$ cat src/rtl/scan_pkg.sv
// Shared constants and state encoding for the round-robin channel scanner.
package scan_pkg;

    localparam int N_CH  = 8;
    localparam int SEL_W = 3;

    typedef enum logic [1:0] {
        IDLE  = 2'd0,
        ARB   = 2'd1,
        DWELL = 2'd2
    } scan_state_t;

endpackage

$ cat src/rtl/rr_pick8.sv
// Combinational round-robin picker: first set request strictly after `last`,
// wrapping through all eight positions (so req[last] alone is still found).
module rr_pick8
    import scan_pkg::*;
(
    input  logic [N_CH-1:0]  req,
    input  logic [SEL_W-1:0] last,
    output logic [SEL_W-1:0] idx,
    output logic             found
);

    logic [SEL_W-1:0] start;
    logic [N_CH-1:0]  rot;
    logic [SEL_W-1:0] off;

    assign start = last + SEL_W'(1);

    // rot[0] is the highest-priority position; 3-bit index arithmetic wraps mod 8.
    generate
        for (genvar gi = 0; gi < N_CH; gi++) begin : g_rot
            assign rot[gi] = req[start + SEL_W'(gi)];
        end
    endgenerate

    always_comb begin
        found = 1'b0;
        off   = '0;
        for (int j = N_CH - 1; j >= 0; j--) begin
            if (rot[j]) begin
                found = 1'b1;
                off   = SEL_W'(j);
            end
        end
    end

    assign idx = start + off;

endmodule

$ cat src/rtl/scan_sel_gen.sv
// Round-robin channel scanner producing the registered select/enable pair
// for the 3-to-8 decoder, holding each grant for a programmable dwell.
module scan_sel_gen
    import scan_pkg::*;
#(
    parameter int DWELL_W = 4
) (
    input  logic               clk,
    input  logic               rst,
    input  logic               run,
    input  logic [7:0]         req,
    input  logic [DWELL_W-1:0] dwell,
    output logic [2:0]         sel,
    output logic               sel_en,
    output logic               done,
    output logic               busy
);

    scan_state_t        state_q, state_d;
    logic [SEL_W-1:0]   sel_q, sel_d;
    logic [SEL_W-1:0]   last_q, last_d;
    logic [DWELL_W-1:0] cnt_q, cnt_d;
    logic               sel_en_q, sel_en_d;
    logic               done_q, done_d;
    logic               busy_q, busy_d;

    logic [SEL_W-1:0]   pick_idx;
    logic               pick_found;

    rr_pick8 u_pick (
        .req   (req),
        .last  (last_q),
        .idx   (pick_idx),
        .found (pick_found)
    );

    always_comb begin
        state_d = state_q;
        sel_d   = sel_q;
        last_d  = last_q;
        cnt_d   = cnt_q;

        case (state_q)
            IDLE: begin
                if (run) begin
                    state_d = ARB;
                end
            end
            ARB: begin
                if (pick_found) begin
                    sel_d   = pick_idx;
                    // A dwell of 0 behaves as 1: the counter starts at 0 either way.
                    cnt_d   = (dwell == '0) ? '0 : dwell - DWELL_W'(1);
                    state_d = DWELL;
                end else if (!run) begin
                    state_d = IDLE;
                end
            end
            DWELL: begin
                if (cnt_q != '0) begin
                    cnt_d = cnt_q - DWELL_W'(1);
                end else begin
                    last_d  = sel_q;
                    state_d = run ? ARB : IDLE;
                end
            end
            default: begin
                state_d = IDLE;
            end
        endcase

        // Outputs are registered copies of the next-state view, so they line up
        // with the state they describe without any input-to-output path.
        sel_en_d = (state_d == DWELL);
        done_d   = (state_d == DWELL) && (cnt_d == '0);
        busy_d   = (state_d != IDLE);
    end

    always_ff @(posedge clk or posedge rst) begin
        if (rst) begin
            state_q  <= IDLE;
            sel_q    <= '0;
            last_q   <= SEL_W'(N_CH - 1);
            cnt_q    <= '0;
            sel_en_q <= 1'b0;
            done_q   <= 1'b0;
            busy_q   <= 1'b0;
        end else begin
            state_q  <= state_d;
            sel_q    <= sel_d;
            last_q   <= last_d;
            cnt_q    <= cnt_d;
            sel_en_q <= sel_en_d;
            done_q   <= done_d;
            busy_q   <= busy_d;
        end
    end

    assign sel    = sel_q;
    assign sel_en = sel_en_q;
    assign done   = done_q;
    assign busy   = busy_q;

endmodule

$ cat config.mk
export PLATFORM = sky130hd
export DESIGN_NAME = scan_sel_gen
export DESIGN_NICKNAME = d
export VERILOG_FILES = /design/src/rtl/scan_pkg.sv /design/src/rtl/rr_pick8.sv /design/src/rtl/scan_sel_gen.sv
export SDC_FILE = /design/constraint.sdc
export NUM_CORES = 1
export LEC_CHECK = 0
export CORE_ASPECT_RATIO = 0.8
export CORE_UTILIZATION = 30
export CTS_BUF_LIST = sky130_fd_sc_hd__clkbuf_8
export DETAILED_ROUTE_END_ITERATION = 16
export GPL_TIMING_DRIVEN = 0
export PLACE_DENSITY_LB_ADDON = 0.3
export SETUP_SLACK_MARGIN = 0.02
export SLEW_MARGIN = 25
export SYNTH_ARGS = -nofsm -noshare
export SYNTH_HDL_FRONTEND = slang
export SYNTH_SLANG_ARGS = --single-unit
$ cat constraint.sdc
create_clock -name clk -period 4.07 [get_ports clk]
set_clock_uncertainty 0.05 [all_clocks]
set_input_delay 0.407 -clock clk [delete_from_list [all_inputs] [get_ports clk]]
set_output_delay 0.407 -clock clk [all_outputs]
set_load 0.02 [all_outputs]
[Yosys cells after proc, flatten, opt, wreduce, memory -nomap -nowiden]
Cells that the tools add are included.
Storage, ports and cells
  word-level logic and storage cells: 80
  bits of input ports: 15
  register bits after elaboration: 15
Cells by class
  equal/unequal tests: 3
  magnitude comparators: 8
  bitwise gates (word level): 1
  multiplexer cells: 42
  reductions and logical operators: 8
  add/subtract/negate cells: 11
Operator list (count)
  $lt 3x4->1 const B: 8
  $bmux 1 s3: 8
  $mux 3: 8
  $mux 1: 17
  $add 3x3->3 const B: 4
  $mux 4: 3
  $logic_not 4->1: 2
  $mux 2: 4
  $pmux 4 s2: 1
  $sub 4x1->4 const B: 2
  $add 3x1->3 const B: 2
  $add 3x2->3 const B: 2
  $pmux 2 s3: 1
  $eq 2x2->1 const B: 2
  $reduce_and 2->1: 2
  $reduce_bool 4->1: 1
  $add 3x3->3: 1
  $eq 2x1->1 const B: 1
  $logic_not 2->1: 1
  $reduce_bool 2->1: 1
  $logic_and 1x1->1: 1
  $not 1->1: 1

[Depth between registers and ports, before layout]
  depth in word-level cells: 16
  mapped depth: 15

[Cells and area by module]
From an unflattened synthesis, not the netlist that was laid out.
Unflattened totals
  cells, all modules: 165
  area total of the unflattened synthesis: 1592.8 sq um
By module, submodules not included
  scan_sel_gen: cells each 85, times used 1, seq. area each 379.1 sq um, area each 899.6 sq um
  rr_pick8: cells each 80, times used 1, seq. area each 0.0 sq um, area each 693.2 sq um

[Worst setup path after synthesis]
No wires, ideal clock.
  path kind: flip-flop to flip-flop
  start: reg last_q[0]
  end: reg sel_q[2] (netlist: sel[2])
  arrival time: 3240 ps
  path slack: 649 ps
  data required time: 3889 ps
  path buffers: 2
  clock period less this slack: 3421 ps
  stages on the path, launching flop included: 15
  library setup time: 131 ps
  cells stage by stage: dfstp_2 buf_6 inv_1 ha_1 buf_6 mux4_2 mux2_2 a21oi_1 o22ai_1 and3_1 ha_1 fa_1 xnor2_1 xnor2_1 o21ai_0
On the way
  longest elaborated chain between the ends: 13
RTL lines
  start: declaration: line scan_sel_gen.sv:21  | logic [SEL_W-1:0] last_q, last_d;
  start signal: assignment: line scan_sel_gen.sv:83  | last_q <= SEL_W'(N_CH - 1);
  start signal: assignment: line scan_sel_gen.sv:91  | last_q <= last_d;
  $add 3x1->3 (*): line rr_pick8.sv:16  | assign start = last + SEL_W'(1);
  $add 3x3->3: line rr_pick8.sv:21  | assign rot[gi] = req[start + SEL_W'(gi)];
  $bmux 1 s3: line rr_pick8.sv:21
  $mux 1 (not written as such): line rr_pick8.sv:21
  $mux 3 / $mux 1 (equally long branches) (8 in series): line rr_pick8.sv:29  | if (rot[j]) begin
  $add 3x3->3 / $reduce_and 2->1 (equally long branches)
  end signal: assignment: line scan_sel_gen.sv:90  | sel_q <= sel_d;
  end: declaration: line scan_sel_gen.sv:20  | logic [SEL_W-1:0] sel_q, sel_d;
Every way passes the cells marked *; elsewhere a longest branch is shown, timed or not. The select of a mux whose other input is x is not followed.
A chain may end at the register's enable or synchronous reset.

[Final worst setup path]
  start: reg last_q[0]
  end: reg sel_q[0] (netlist: sel[0])
The elaborated chain is that of the path after synthesis.

==> results.txt <==
Combinational share of power - 77.1%
Syn Std Cell Area - 0.00149 mm²
Count leader, synth - dfrtp_1
Max Root-Sink Buffers - 2
Gp weighted congestion - 0.864
I/O pin cnt - 21
Post-route setup slack - 0.338 ns
Final Cycle Share - 91.7%
Clock share of power - 7.1%
Multi-input gate area - 0.00104 mm²
Hold WS - 0.466 ns
First-pass GRT wire length - 5220 µm
Hold Buf Count CTS - 0
Post-synthesis sequential area ratio - 25.5%
CP Capture Type - flop
Most used flip-flop cell after synthesis - dfrtp_1
Vias per inst - 5.38
Core Area - 0.00468 mm²
Seq pwr share - 15.8%
Total CTS buffers - 3
Largest net degree at the start of global routing - 16
Ys Warns - 0
Crit path DAT - 3.82 ns
Pwr dens - 987 mW/mm²
Switch share - 47.6%
Clk_lat worst skew - 0.25 ns
Crit Path Class - reg -> reg
Setup TNS - 0 ns
Row count - 22
Max IR drop VDD - 0.000413 V
Seq. cell area - 379 µm²
Starting Density - 31.8%
Final net count - 196
Die boundary height - 65.0 µm
Filler cell count - 460
Final ANT Viol Nets - 0
Share of the synthesized area in the top cell type - 20.2%
RSZ-0062 raised after global routing - no
Die Footprint - 0.00525 mm²
Switching power - 0.000850 W
DRT Pass-1 Iters - 4
Outcome - finished, final reports clean
Final core occ - 38.7%
Post-Synthesis Cells - 145
Asr flop ratio synth - 100%
Post-route DRC violation count - 0
Finish-stage setup viols - 0
CTS sink count - 15
WL per Instance - 14.0 µm
Die W - 80.7 µm
Total number of vias - 1232
Post-synth EDFFs - 0
Max Fclk - 0.268 GHz
Dpl hpwl - 2550 µm
Post CTS Setup Buffer Count - 0
Commonest cells post-synth - dfrtp_1, nand2_1, ha_1, inv_1
Leakage - 0.716 nW
Worst slew pin tran - 0.775 ns
CTS H-tree lvls - 1
Tmin final - 3.73 ns
Mapped Avg Cell Area - 10.3 µm²
TritonCTS clock tree - built
Starting DRC count in detailed routing - 68
Port Buffers - 20
# diodes - 0
Initial antenna violation count - 0
Synthesized Nets - 171
Internal - 0.000937 W
Max Cap Viol - 0
Total grt overflow - 0
Max-slew headroom - 48.2%
Synth area leader - dfrtp_1
CP startpoint kind - flop
Resized Gates After CTS - 0
Crit Path Max Fanout - 10
CTS clk-pin slew, worst paths - 0.07 ns
Worst Path Required - 4.16 ns
Library cells used by synthesis - 45
Routed wire length - 3210 µm
Pre-CTS setup slack - 0.347 ns
Vias in the first global route - 1168
Hold Fails Final Rpt - 0
Area Overhead vs Synth - 21.8%
Yosys reg bits - 15
Min-Delay Path Class - in -> async
Layout cells sized above 1 - 20.1%
Total GRT Usage - 12.9%
Root Buffer - clkbuf_8
Final Max Slew Viols - 0
Top cells by area, synth - dfrtp_1, mux4_2, ha_1, dfstp_2, mux2i_1
## area by class of cell
cell class,count,area share [%]
multi-input combinational,115,57.2
sequential,15,20.9
timing repair buffer,20,11.0
tap,60,4.14
clock buffer,3,2.28
inverter,10,2.07
buffer,5,1.93
clock inverter,1,0.414
## sequential cells by signal (all words and copies together), names as in the netlist
signal / cells
busy: 1
cnt_q: 4
done: 1
last_q: 3
sel: 3
sel_en: 1
state_q: 2
## per-layer routing
layer  routed length, µm  vias to the layer above  GRT usage [%]  share of wire (%)
met4                  42                        0           3.57                1.3
met5                   0                        -              0                  0
li1                    -                      600              -                  -
met1                1520                      595           17.8                 47
met2                1510                       31           20.2                 47
met3                 149                        6           2.68                4.6
## cell usage in the layout (no fill, tap or decap), types with 2 or more instances in the layout
cell type,Yosys,layout
clkdlybuf4s50_1,0,20
nand2_1,11,11
nor4_2,4,4
xnor2_1,4,4
nand2b_1,4,4
nor3b_1,2,2
dfrtp_1,12,12
nor4_1,3,3
nor4b_1,2,2
or3_1,2,2
o21ai_0,5,5
mux2_2,6,6
inv_1,10,10
a21oi_1,8,8
mux2i_1,7,7
ha_1,10,10
nand4_1,2,2
clkbuf_8,0,3
mux4_2,8,8
o21bai_1,2,2
nor4b_2,2,2
buf_6,2,2
nor2_1,7,7
nand3_1,3,3
dfstp_2,3,3
nor3_1,5,5
## critical path, cell delays in order, from the launching register on
cell and delay, ns:
dfstp_2 0.54, buf_6 0.15, inv_1 0.07, ha_1 0.29, buf_6 0.15, mux4_2 0.59, nor4b_1 0.42, nor4_2 0.15
nor4_4 0.49, nand2b_1 0.35, mux2_2 0.37
## logic make-up (layout without fill, tap and decap cells)
| logic type | count (synthesis) | after routing | synth area share, % |
|---|---|---|---|
| muxes | 21 | 21 | 21.4 |
| adders and majority gates | 11 | 11 | 9.76 |
| buffers and inverters | 15 | 39 | 4.88 |
| xor gates and xnor gates | 7 | 7 | 5.55 |
| and+or+nand+nor | 49 | 49 | 21.3 |
| DFF | 15 | 15 | 25.5 |
| AOI/OAI and AO/OA | 27 | 27 | 11.7 |
## path summary, 6_finish.rpt
check | from | endpoint | slack (ns) | depth (start not counted)
max in group asynchronous | rst | sel[2] | 3.12 | 2
hold / removal | rst | sel[1] | 0.47 | 2
setup reg to reg | last_q[0] | sel[0] | 0.34 | 10
hold reg to reg | sel[2] | sel[2] | 0.48 | 2
min in group clk | sel[2] | sel[2] | 0.48 | 2
setup / recovery | last_q[0] | sel[0] | 0.34 | 10
## power groups by stage
stage / logic (W) / registers [W] / clock network (W)
floorplan: 0.00106 / 0.000301 / 0
global placement: 0.00135 / 0.000279 / 0
detailed placement: 0.00137 / 0.000284 / 0
CTS: 0.00138 / 0.000282 / 0.000130
global route: 0.00151 / 0.000291 / 0.000134
finish: 0.00138 / 0.000282 / 0.000126
## per-stage QoR
step,instances,total power (W),area [µm²]
final,229,0.00179,1810
after global routing,229,0.00194,1810
after CTS,229,0.00180,1810
after detailed placement,225,0.00165,1760
after global placement,225,0.00163,1760
after floorplan,145,0.00136,1490
No activity file was read; power rests on OpenSTA's default activity.
==> variant, RTL diff (same settings) <==
Change the parameter `DWELL_W` from 4 to 3.
--- a/src/rtl/scan_sel_gen.sv
+++ b/src/rtl/scan_sel_gen.sv
@@ -3,7 +3,7 @@
 module scan_sel_gen
     import scan_pkg::*;
 #(
-    parameter int DWELL_W = 4
+    parameter int DWELL_W = 3
 ) (
     input  logic               clk,
     input  logic               rst,
Ports: changed (resized dwell); port bits go from 21 to 20. The function was not compared with the original's and may differ.
==> variant against the original RTL <==
Power shrank 12%. Hold slack lost 5.8 ps. First-iteration DRC count grew 46%. Count of clock-buffer cells in the layout is the same. Wire length shrank 2.2%. Synthesized cell count shrank 2.8%. Maximum frequency shrank 1.4%. Final area shrank 3.7%. Sequential cell count shrank 1. Area after synthesis shrank 3.6%. Clock power shrank 7%. Critical path depth grew 2. Worst setup slack lost 52 ps. Largest cell class unchanged. Largest power group unchanged.
==> variant: results <==
set metrics [dict create \
    diodes 0 \
    p_sw_frac 0.458 \
    routed_wl_um 3140 \
    ir_worst_vdd_uv 337 \
    nets 191 \
    r2r_end "sel[2]$_DFFE_PP0P_" \
    clkTransAtPathRegs_ps 60 \
    drt_iter0_markers 99 \
    grt_start_max_net_pins 15 \
    grt_first_pass_wirelength_um 5350 \
    synth_nets 167 \
    hpwlAfterDp_um 2520 \
    synth_common_cells "nand2_1 (16), dfrtp_1 (11), ha_1 (11), inv_1 (11), nor2_1 (11)" \
    cp_top_family "multiplexers" \
    grt_use_total 0.134 \
    crit_path_top_delay_cell "dfstp_2" \
    power_leakage_nw 0.752 \
    yosysSeqAreaShare 0.247 \
    drive_gt1_frac 0.140 \
    num_vias 1175 \
    ys_types 41 \
    ff2ff_path_depth 12 \
    relSlewSlack 0.622 \
    status "finished, final reports clean" \
    io_buffers 19 \
    cp.arrival_ps 3870 \
    clk_path_buf_depth 2 \
    gp_congestion 0.831 \
    reg2reg_setup_slack_ps 290 \
    fill_cells 450 \
    critPathMaxStageDelay_ps 570 \
    grt_pass1_vias 1150 \
]
variant: cell types whose count changed after synthesis, sizes merged, moves of 3 or more:
cell / before / now
a311o: 0 / 3
mux2i: 7 / 10
nand2: 11 / 16
nand2b: 4 / 1
nand3: 3 / 0
nor2: 7 / 12
nor2b: 0 / 3
nor3: 5 / 1
nor4: 8 / 1
nor4b: 4 / 1
variant: layout make-up:
class	instances	area, um^2	share of cell area
tap	60	75.1	0.0430
multi-input combinational	110	991	0.568
clock buffer	3	41.3	0.0237
timing repair buffer	19	190	0.109
inverter	12	47.5	0.0273
sequential	14	354	0.203
clock inverter	1	3.75	0.00215
buffer	5	41.3	0.0237
variant: logic make-up after synthesis:
kind of cell	share of synthesized area
AOI/OAI and AO/OA	0.125
xor gates and xnor gates	0.0401
adders and majority gates	0.110
buffers and inverters	0.0620
DFF	0.247
muxes	0.264
and+or+nand+nor	0.153
variant: through the flow:
stage                     instance area [um^2]  std cells  hold WS [ps]  setup WS [ps]
after floorplan                           1430        141           244            694
after global placement                    1700        220           482            436
after detailed placement                  1700        220           478            304
after CTS                                 1740        224           472            289
after global routing                      1740        224           514           84.5
final                                     1740        224           460            286
variant: per-layer routing:
metal	routed length, um	up-vias	GRT usage
li1	-	564	-
met1	1590	594	0.191
met2	1470	17	0.212
met3	85	0	0.0314
met4	0	0	0.0136
met5	0	-	0
variant: power by group through the flow:
stage	sequential [mW]	clock [mW]	combinational, mW
6_report	0.271	0.117	1.19
5_1_grt	0.281	0.127	1.32
4_1_cts	0.271	0.120	1.19
3_5_place_dp	0.273	0	1.19
3_3_place_gp	0.271	0	1.13
2_1_floorplan	0.289	0	0.897
variant: worst min path at each step:
stage                       start                  to  slack [ps]  depth (start not counted)
2_1_floorplan                 rst      busy$_DFF_PP0_         240                          1
3_3_place_gp   sel[0]$_DFFE_PP0P_  sel[0]$_DFFE_PP0P_         480                          2
3_5_place_dp   sel[0]$_DFFE_PP0P_  sel[0]$_DFFE_PP0P_         480                          2
4_1_cts                       rst  sel[0]$_DFFE_PP0P_         470                          2
5_1_grt                       rst  sel[0]$_DFFE_PP0P_         510                          2
6_report                      rst  sel[0]$_DFFE_PP0P_         460                          2
